$ cat config.mk
export PLATFORM = sky130hd
export DESIGN_NAME = mem_stage
export DESIGN_NICKNAME = d
export VERILOG_FILES = /design/src/rtl/mem_stage_pkg.sv /design/src/rtl/mem_stage_load_ext.sv /design/src/rtl/mem_stage.sv
export SDC_FILE = /design/constraint.sdc
export NUM_CORES = 1
export LEC_CHECK = 0
export BUFFER_PORTS_ARGS = -buffer_cell sky130_fd_sc_hd__buf_2
export CAP_MARGIN = 0
export CORE_MARGIN = 2
export CORE_UTILIZATION = 50
export DETAILED_ROUTE_END_ITERATION = 6
export PLACE_DENSITY = 0.78
export SLEW_MARGIN = 5
export SYNTH_ARGS = -nofsm -noshare
export SYNTH_HDL_FRONTEND = slang
export SYNTH_SLANG_ARGS = --single-unit
export TNS_END_PERCENT = 50
$ cat constraint.sdc
create_clock -name clk -period 7.2 [get_ports clk]
set_clock_uncertainty 0.15 [all_clocks]
set_input_delay 1.44 -clock clk [delete_from_list [all_inputs] [get_ports clk]]
set_output_delay 1.44 -clock clk [all_outputs]
set_load 0.005 [all_outputs]
$ cat src/rtl/mem_stage_pkg.sv
// rtl/mem_stage_pkg.sv - shared widths, memory op codes and MEM stage states
package mem_stage_pkg;
  localparam int RegLen = 32;
  localparam int RegAddrLen = 5;
  localparam int MemOpLen = 4;
  localparam logic ResetEnable = 1'b1;

  typedef enum logic [MemOpLen-1:0] {
    MEM_NONE = 4'd0,
    MEM_LB   = 4'd1,
    MEM_LH   = 4'd2,
    MEM_LW   = 4'd3,
    MEM_LBU  = 4'd4,
    MEM_LHU  = 4'd5,
    MEM_SB   = 4'd6,
    MEM_SH   = 4'd7,
    MEM_SW   = 4'd8
  } mem_op_e;

  typedef enum logic [1:0] {
    ST_IDLE,
    ST_XFER,
    ST_WAIT,
    ST_DONE
  } state_e;

  // Undefined codes report zero bytes so they behave exactly like NONE.
  function automatic logic [2:0] op_bytes(input logic [MemOpLen-1:0] op);
    case (op)
      MEM_LB, MEM_LBU, MEM_SB: op_bytes = 3'd1;
      MEM_LH, MEM_LHU, MEM_SH: op_bytes = 3'd2;
      MEM_LW, MEM_SW:          op_bytes = 3'd4;
      default:                 op_bytes = 3'd0;
    endcase
  endfunction

  function automatic logic op_is_load(input logic [MemOpLen-1:0] op);
    op_is_load = (op == MEM_LB) || (op == MEM_LH) || (op == MEM_LW) ||
                 (op == MEM_LBU) || (op == MEM_LHU);
  endfunction
endpackage

$ cat src/rtl/mem_stage_load_ext.sv
// rtl/mem_stage_load_ext.sv - little-endian load buffer to sign/zero-extended word
module mem_load_ext
  import mem_stage_pkg::*;
#(
  parameter int DATA_W = RegLen
) (
  input  logic [31:0]         byte_buf_i,
  input  logic [MemOpLen-1:0] op_i,
  output logic [DATA_W-1:0]   data_o
);
  always_comb begin
    data_o = '0;
    case (op_i)
      MEM_LB:  data_o = DATA_W'($signed(byte_buf_i[7:0]));
      MEM_LH:  data_o = DATA_W'($signed(byte_buf_i[15:0]));
      MEM_LBU: data_o = DATA_W'(byte_buf_i[7:0]);
      MEM_LHU: data_o = DATA_W'(byte_buf_i[15:0]);
      MEM_LW:  data_o = DATA_W'(byte_buf_i);
      default: data_o = '0;
    endcase
  end
endmodule

$ cat src/rtl/mem_stage.sv
// rtl/mem_stage.sv - MEM pipeline stage driving a byte-wide memory-controller port
module mem_stage
  import mem_stage_pkg::*;
#(
  parameter int DATA_W     = RegLen,
  parameter int REG_ADDR_W = RegAddrLen,
  parameter int ADDR_W     = 32
) (
  input  logic                  clk,
  input  logic                  rst,
  input  logic [DATA_W-1:0]     mem_rd_data,
  input  logic [REG_ADDR_W-1:0] mem_rd_addr,
  input  logic                  mem_rd_enable,
  input  logic [MemOpLen-1:0]   mem_op,
  input  logic [ADDR_W-1:0]     mem_addr,
  input  logic [DATA_W-1:0]     mem_store_data,
  output logic [DATA_W-1:0]     wb_rd_data,
  output logic [REG_ADDR_W-1:0] wb_rd_addr,
  output logic                  wb_rd_enable,
  output logic                  stall_req,
  output logic                  mc_req,
  output logic                  mc_we,
  output logic [ADDR_W-1:0]     mc_addr,
  output logic [7:0]            mc_wdata,
  input  logic                  mc_grant,
  input  logic                  mc_rvalid,
  input  logic [7:0]            mc_rdata
);
  state_e                state_q, state_d;
  logic [MemOpLen-1:0]   op_q, op_d;
  logic [ADDR_W-1:0]     base_q, base_d;
  logic [31:0]           sdata_q, sdata_d;
  logic [REG_ADDR_W-1:0] rd_addr_q, rd_addr_d;
  logic                  rd_en_q, rd_en_d;
  logic [2:0]            issue_cnt_q, issue_cnt_d;
  logic [2:0]            recv_cnt_q, recv_cnt_d;
  logic [31:0]           byte_buf_q, byte_buf_d;
  logic [DATA_W-1:0]     load_data;
  logic [2:0]            nbytes;
  logic [2:0]            in_bytes;
  logic                  is_load;

  assign nbytes   = op_bytes(op_q);
  assign in_bytes = op_bytes(mem_op);
  assign is_load  = op_is_load(op_q);

  mem_load_ext #(.DATA_W(DATA_W)) u_load_ext (
    .byte_buf_i(byte_buf_q),
    .op_i      (op_q),
    .data_o    (load_data)
  );

  always_comb begin
    state_d     = state_q;
    op_d        = op_q;
    base_d      = base_q;
    sdata_d     = sdata_q;
    rd_addr_d   = rd_addr_q;
    rd_en_d     = rd_en_q;
    issue_cnt_d = issue_cnt_q;
    recv_cnt_d  = recv_cnt_q;
    byte_buf_d  = byte_buf_q;
    case (state_q)
      ST_IDLE: begin
        if (in_bytes != 3'd0) begin
          state_d     = ST_XFER;
          op_d        = mem_op;
          base_d      = mem_addr;
          sdata_d     = mem_store_data[31:0];
          rd_addr_d   = mem_rd_addr;
          rd_en_d     = mem_rd_enable;
          issue_cnt_d = 3'd0;
          recv_cnt_d  = 3'd0;
        end
      end
      ST_XFER: begin
        if (mc_grant) begin
          issue_cnt_d = issue_cnt_q + 3'd1;
          if (issue_cnt_d == nbytes) state_d = is_load ? ST_WAIT : ST_DONE;
        end
      end
      ST_WAIT: begin
        if (mc_rvalid && (recv_cnt_q + 3'd1 == nbytes)) state_d = ST_DONE;
      end
      ST_DONE: state_d = ST_IDLE;
      default: state_d = ST_IDLE;
    endcase
    // Read bytes can land while later bytes are still being issued.
    if ((state_q == ST_XFER || state_q == ST_WAIT) && mc_rvalid) begin
      byte_buf_d[{recv_cnt_q[1:0], 3'b000} +: 8] = mc_rdata;
      recv_cnt_d = recv_cnt_q + 3'd1;
    end
  end

  always_comb begin
    wb_rd_data   = '0;
    wb_rd_addr   = '0;
    wb_rd_enable = 1'b0;
    stall_req    = 1'b0;
    mc_req       = 1'b0;
    mc_we        = 1'b0;
    mc_addr      = '0;
    mc_wdata     = '0;
    if (rst != ResetEnable) begin
      case (state_q)
        ST_IDLE: begin
          if (in_bytes == 3'd0) begin
            wb_rd_data   = mem_rd_data;
            wb_rd_addr   = mem_rd_addr;
            wb_rd_enable = mem_rd_enable;
          end else begin
            stall_req = 1'b1;
          end
        end
        ST_XFER: begin
          stall_req = 1'b1;
          mc_req    = 1'b1;
          mc_we     = !is_load;
          mc_addr   = base_q + ADDR_W'(issue_cnt_q);
          if (!is_load) mc_wdata = sdata_q[{issue_cnt_q[1:0], 3'b000} +: 8];
        end
        ST_WAIT: stall_req = 1'b1;
        ST_DONE: begin
          wb_rd_addr   = rd_addr_q;
          wb_rd_enable = rd_en_q && is_load;
          if (is_load) wb_rd_data = load_data;
        end
        default: stall_req = 1'b0;
      endcase
    end
  end

  always_ff @(posedge clk) begin
    if (rst == ResetEnable) begin
      state_q     <= ST_IDLE;
      op_q        <= '0;
      base_q      <= '0;
      sdata_q     <= '0;
      rd_addr_q   <= '0;
      rd_en_q     <= 1'b0;
      issue_cnt_q <= '0;
      recv_cnt_q  <= '0;
      byte_buf_q  <= '0;
    end else begin
      state_q     <= state_d;
      op_q        <= op_d;
      base_q      <= base_d;
      sdata_q     <= sdata_d;
      rd_addr_q   <= rd_addr_d;
      rd_en_q     <= rd_en_d;
      issue_cnt_q <= issue_cnt_d;
      recv_cnt_q  <= recv_cnt_d;
      byte_buf_q  <= byte_buf_d;
    end
  end
endmodule

==> reports/results.tsv <==
stage	metric	value	unit
run_status	outcome	complete, no violations	
logic_synthesis	number of synthesis warnings	0	
sta	Final Hold Fails	0	
worst_setup_path	Critical Path Sink	wb_rd_data[5]	
worst_setup_path	crit-path max cell delay	0.98	ns
sta	slew margin rel.	20.5	%
global_routing	vias in the first global route	5515	
route	via density per instance	5.32	
final_layout	fillcell total	1150	
logic_synthesis	share of Yosys cell area claimed by the top area cell type	37.1	%
worst_setup_path	crit-path most repeated cell	buf_2	
final_layout	layout net count	1136	
clock_tree	CTS H-tree lvls	4	
floorplanning	IO Pins	199	
sta	Worst Tran Pin Value	1.19	ns
global_routing	GRT Util Overall	24.7	%
worst_setup_path	critical path required time	5.61	ns
worst_setup_path	worst-case reg-to-reg path depth	7	
pwr	Leak Pwr	0.00322	µW
route	first-pass detailed-route iteration total	5	
worst_setup_path	Setup CP Type	input port to output port	
final_layout	layout overhead on the synthesized area	25.4	%
sta	Finish-stage setup viols	0	
worst_setup_path	reg-to-reg slack, setup	4.47	ns
pwr	Pwr per Cell Area	302	nW/µm²
logic_synthesis	sequential element share of the synthesized area	37.1	%
pwr	part of the power in combinational logic	31.1	%
logic_synthesis	synth cell count leaders	200 x nand2_1, 117 x dfxtp_1, 111 x a21oi_1	
pwr	internal power	1560	µW
logic_synthesis	area leader, netlist	dfxtp_1	
sta	setup_tns	0	ns
worst_setup_path	CP max-delay cell	o21a_1	
route	WL per Instance	14.1	µm
worst_setup_path	CP cell instances	buf_2 > nor4_1 > o21a_1 > buf_4 > a22oi_1 > nor2_1 > buf_2	
floorplanning	core area	12500	µm²
clock_tree	CTS Root Cell	clkbuf_16	
worst_setup_path	FF-to-FF End	byte_buf_q[15]	
placed_design	hpwl dp	11.6	mm
floorplanning	Cell Rows	41	
global_routing	grt total ovfl	0	
floorplanning	Die Area	13500	µm²
pwr	Worst VDD drop	0.256	mV
placed_design	worst slack at placement	1.92	ns
placed_design	port bufs	198	
worst_setup_path	Setup crit start kind	input port	
route	Initial DRC Count	365	
floorplanning	die height	116	µm
floorplanning	Initial Util	50.6	%
sta	f_max	188	MHz
logic_synthesis	Post-synth ARST share	0	%
clock_tree	CTS Sinks	117	
logic_synthesis	Most used DFF post-synth	dfxtp_1	
worst_setup_path	Worst EP arrival	3.72	ns
placed_design	Placer Congestion	0.820	
global_routing	first-pass GRT wire length	26.3	mm
sta	min cycle time layout	5.31	ns
logic_synthesis	cells after synthesis	836	
route	Vias	6315	
logic_synthesis	Avg Cell Area, Syn	7.54	µm²
logic_synthesis	Mapped Area	6310	µm²
logic_synthesis	most common cell in the netlist	nand2_1	
floorplanning	Die Width	116	µm
worst_setup_path	Worst setup EP type	output port	
clock_tree	setup bufs post-CTS	0	
pwr	Clk network pwr share	33.0	%
sta	min setup slack post-route	1.89	ns
sta	unrepaired setup endpoints after global routing	no	
logic_synthesis	syn_nets	969	
pwr	Net Sw Power	832	µW
min_path	Hold WC Path Type	register to register	
sta	Final Max Slew Viols	0	
clock_tree	clk buf depth	2	
worst_setup_path	Worst Setup SP	mem_op[0]	
worst_setup_path	R2R Path Start	state_q[0]	
logic_synthesis	largest cells by area after synthesis	dfxtp_1 37%, nand2_1 12%, a21oi_1 8.8%	
global_routing	largest net degree at the start of global routing	73	
clock_tree	CTS tree	built	
sta	final worst path period share	73.8	%
final_layout	layout cells sized above 1	24.6	%
clock_tree	cts hold-fix bufs	0	
route	Routed Antenna Nets	0	
final_layout	final cell count without fillers	1188	
pwr	Reg power frac	35.9	%
route	Post-Route WL	16.8	mm
clock_tree	clk slew on worst S/H paths	0.05	ns
clock_tree	clock latency on the worst-skew pair	0.41	ns
global_routing	initial antenna violation count	2	
worst_setup_path	Critical Path Fanout Max	35	
logic_synthesis	number of synthesized flops with an enable pin	0	
logic_synthesis	Seq cells post-synth	117	
job	max-capacitance violation count	0	
route	Residual DRC	0	
pwr	Sw Ratio	34.8	%
placed_design	Cells after DPL	1156	
clock_tree	Post-CTS Resized	0	
logic_synthesis	distinct cell type count of the synthesized netlist	45	
clock_tree	total CTS buffers	17	
## flip-flops by register name, indices dropped and copies added, names as in the netlist
| register | count |
|---|---|
| rd_en_q | 1 |
| recv_cnt_q | 3 |
| issue_cnt_q | 3 |
| rd_addr_q | 5 |
| byte_buf_q | 32 |
| state_q | 2 |
| nbytes | 3 |
| op_q | 4 |
| sdata_q | 32 |
| base_q | 32 |
## layout by cell type (no fill, tap or decap), types with 4 or more instances in the layout
master     netlist  layout
xor2_1           8       8
buf_2            3     197
o21a_1           4       4
nor3_1          12      11
dfxtp_1        117     117
mux4_2           8       8
nor2_1          85      85
nor4_1          10      10
and2_1           5       5
xnor2_1         22      22
inv_1           11      11
clkbuf_1        51       4
clkbuf_8         0       5
a22oi_1         46      46
a21oi_1        111     111
nand4_1          7       7
clkbuf_16        0      17
and4_1           5       5
nand3_1         11      11
nand3b_1         4       4
or3_1            8       7
a21o_1          18      18
nand2_1        200     200
o21ai_0         18      18
nand2b_1         4       4
buf_4            1       7
ha_1            14      14
nor2b_1         21      21
## per-layer routing
layer / track usage (%) / vias up / wire (µm)
li1: - / 3201 / -
met1: 33.9 / 2866 / 7670
met2: 37.9 / 224 / 7610
met3: 6.54 / 24 / 1240
met4: 8.10 / 0 / 268
met5: 0 / - / 0
## cell families after synthesis
family	share of synthesized area [%]
flip-flops	37.1
multiplexers	3.33
XOR/XNOR	4.88
AO/OA/AOI/OAI	19.4
adder cells (fa/ha/maj)	3.09
buffers and inverters	4.11
AND/OR/NAND/NOR	28.1
## cell type report
cell class	instances	area [µm²]	area share (%)
multi-input combinational	652	3710	46.9
clock inverter	4	45.0	0.570
timing repair buffer	204	1040	13.1
antenna	2	5.00	0.0633
inverter	11	41.3	0.522
clock buffer	26	509	6.44
sequential	117	2340	29.6
tap	172	215	2.72
## how the worst min path moves through the flow
stage / from / endpoint / slack (ns) / depth (start not counted)
2_1_floorplan: sdata_q[16] / sdata_q[16] / 0.28 / 2
3_3_place_gp: sdata_q[23] / sdata_q[23] / 0.29 / 2
3_5_place_dp: sdata_q[17] / sdata_q[17] / 0.30 / 2
4_1_cts: sdata_q[13] / sdata_q[13] / 0.30 / 2
5_1_grt: sdata_q[10] / sdata_q[10] / 0.32 / 2
6_report: sdata_q[29] / sdata_q[29] / 0.30 / 2
## stage by stage
step                power, µW  utilization (%)  hold slack (ns)  instance area, µm²
floorplan                1390                -            0.283                6310
global placement         1590             59.0            0.291                7350
detailed placement       1610             59.0            0.297                7350
CTS                      2400             63.4            0.304                7900
global route             2550             63.4            0.316                7900
finish                   2390             63.4            0.302                7910
## power by group through the flow
stage | clock network (µW) | logic (µW) | registers (µW)
2_1_floorplan | 0 | 568 | 826
3_3_place_gp | 0 | 731 | 864
3_5_place_dp | 0 | 743 | 869
4_1_cts | 799 | 748 | 856
5_1_grt | 830 | 842 | 875
6_report | 788 | 744 | 857
## worst max-delay path: cells and delay by family
family / cells / cell delay [ns]
and+or+nand+nor: 2 / 0.63
AOI/OAI and AO/OA: 2 / 1.07
buffers and inverters: 3 / 0.57
Note: power is estimated with default switching activity, not from simulation.
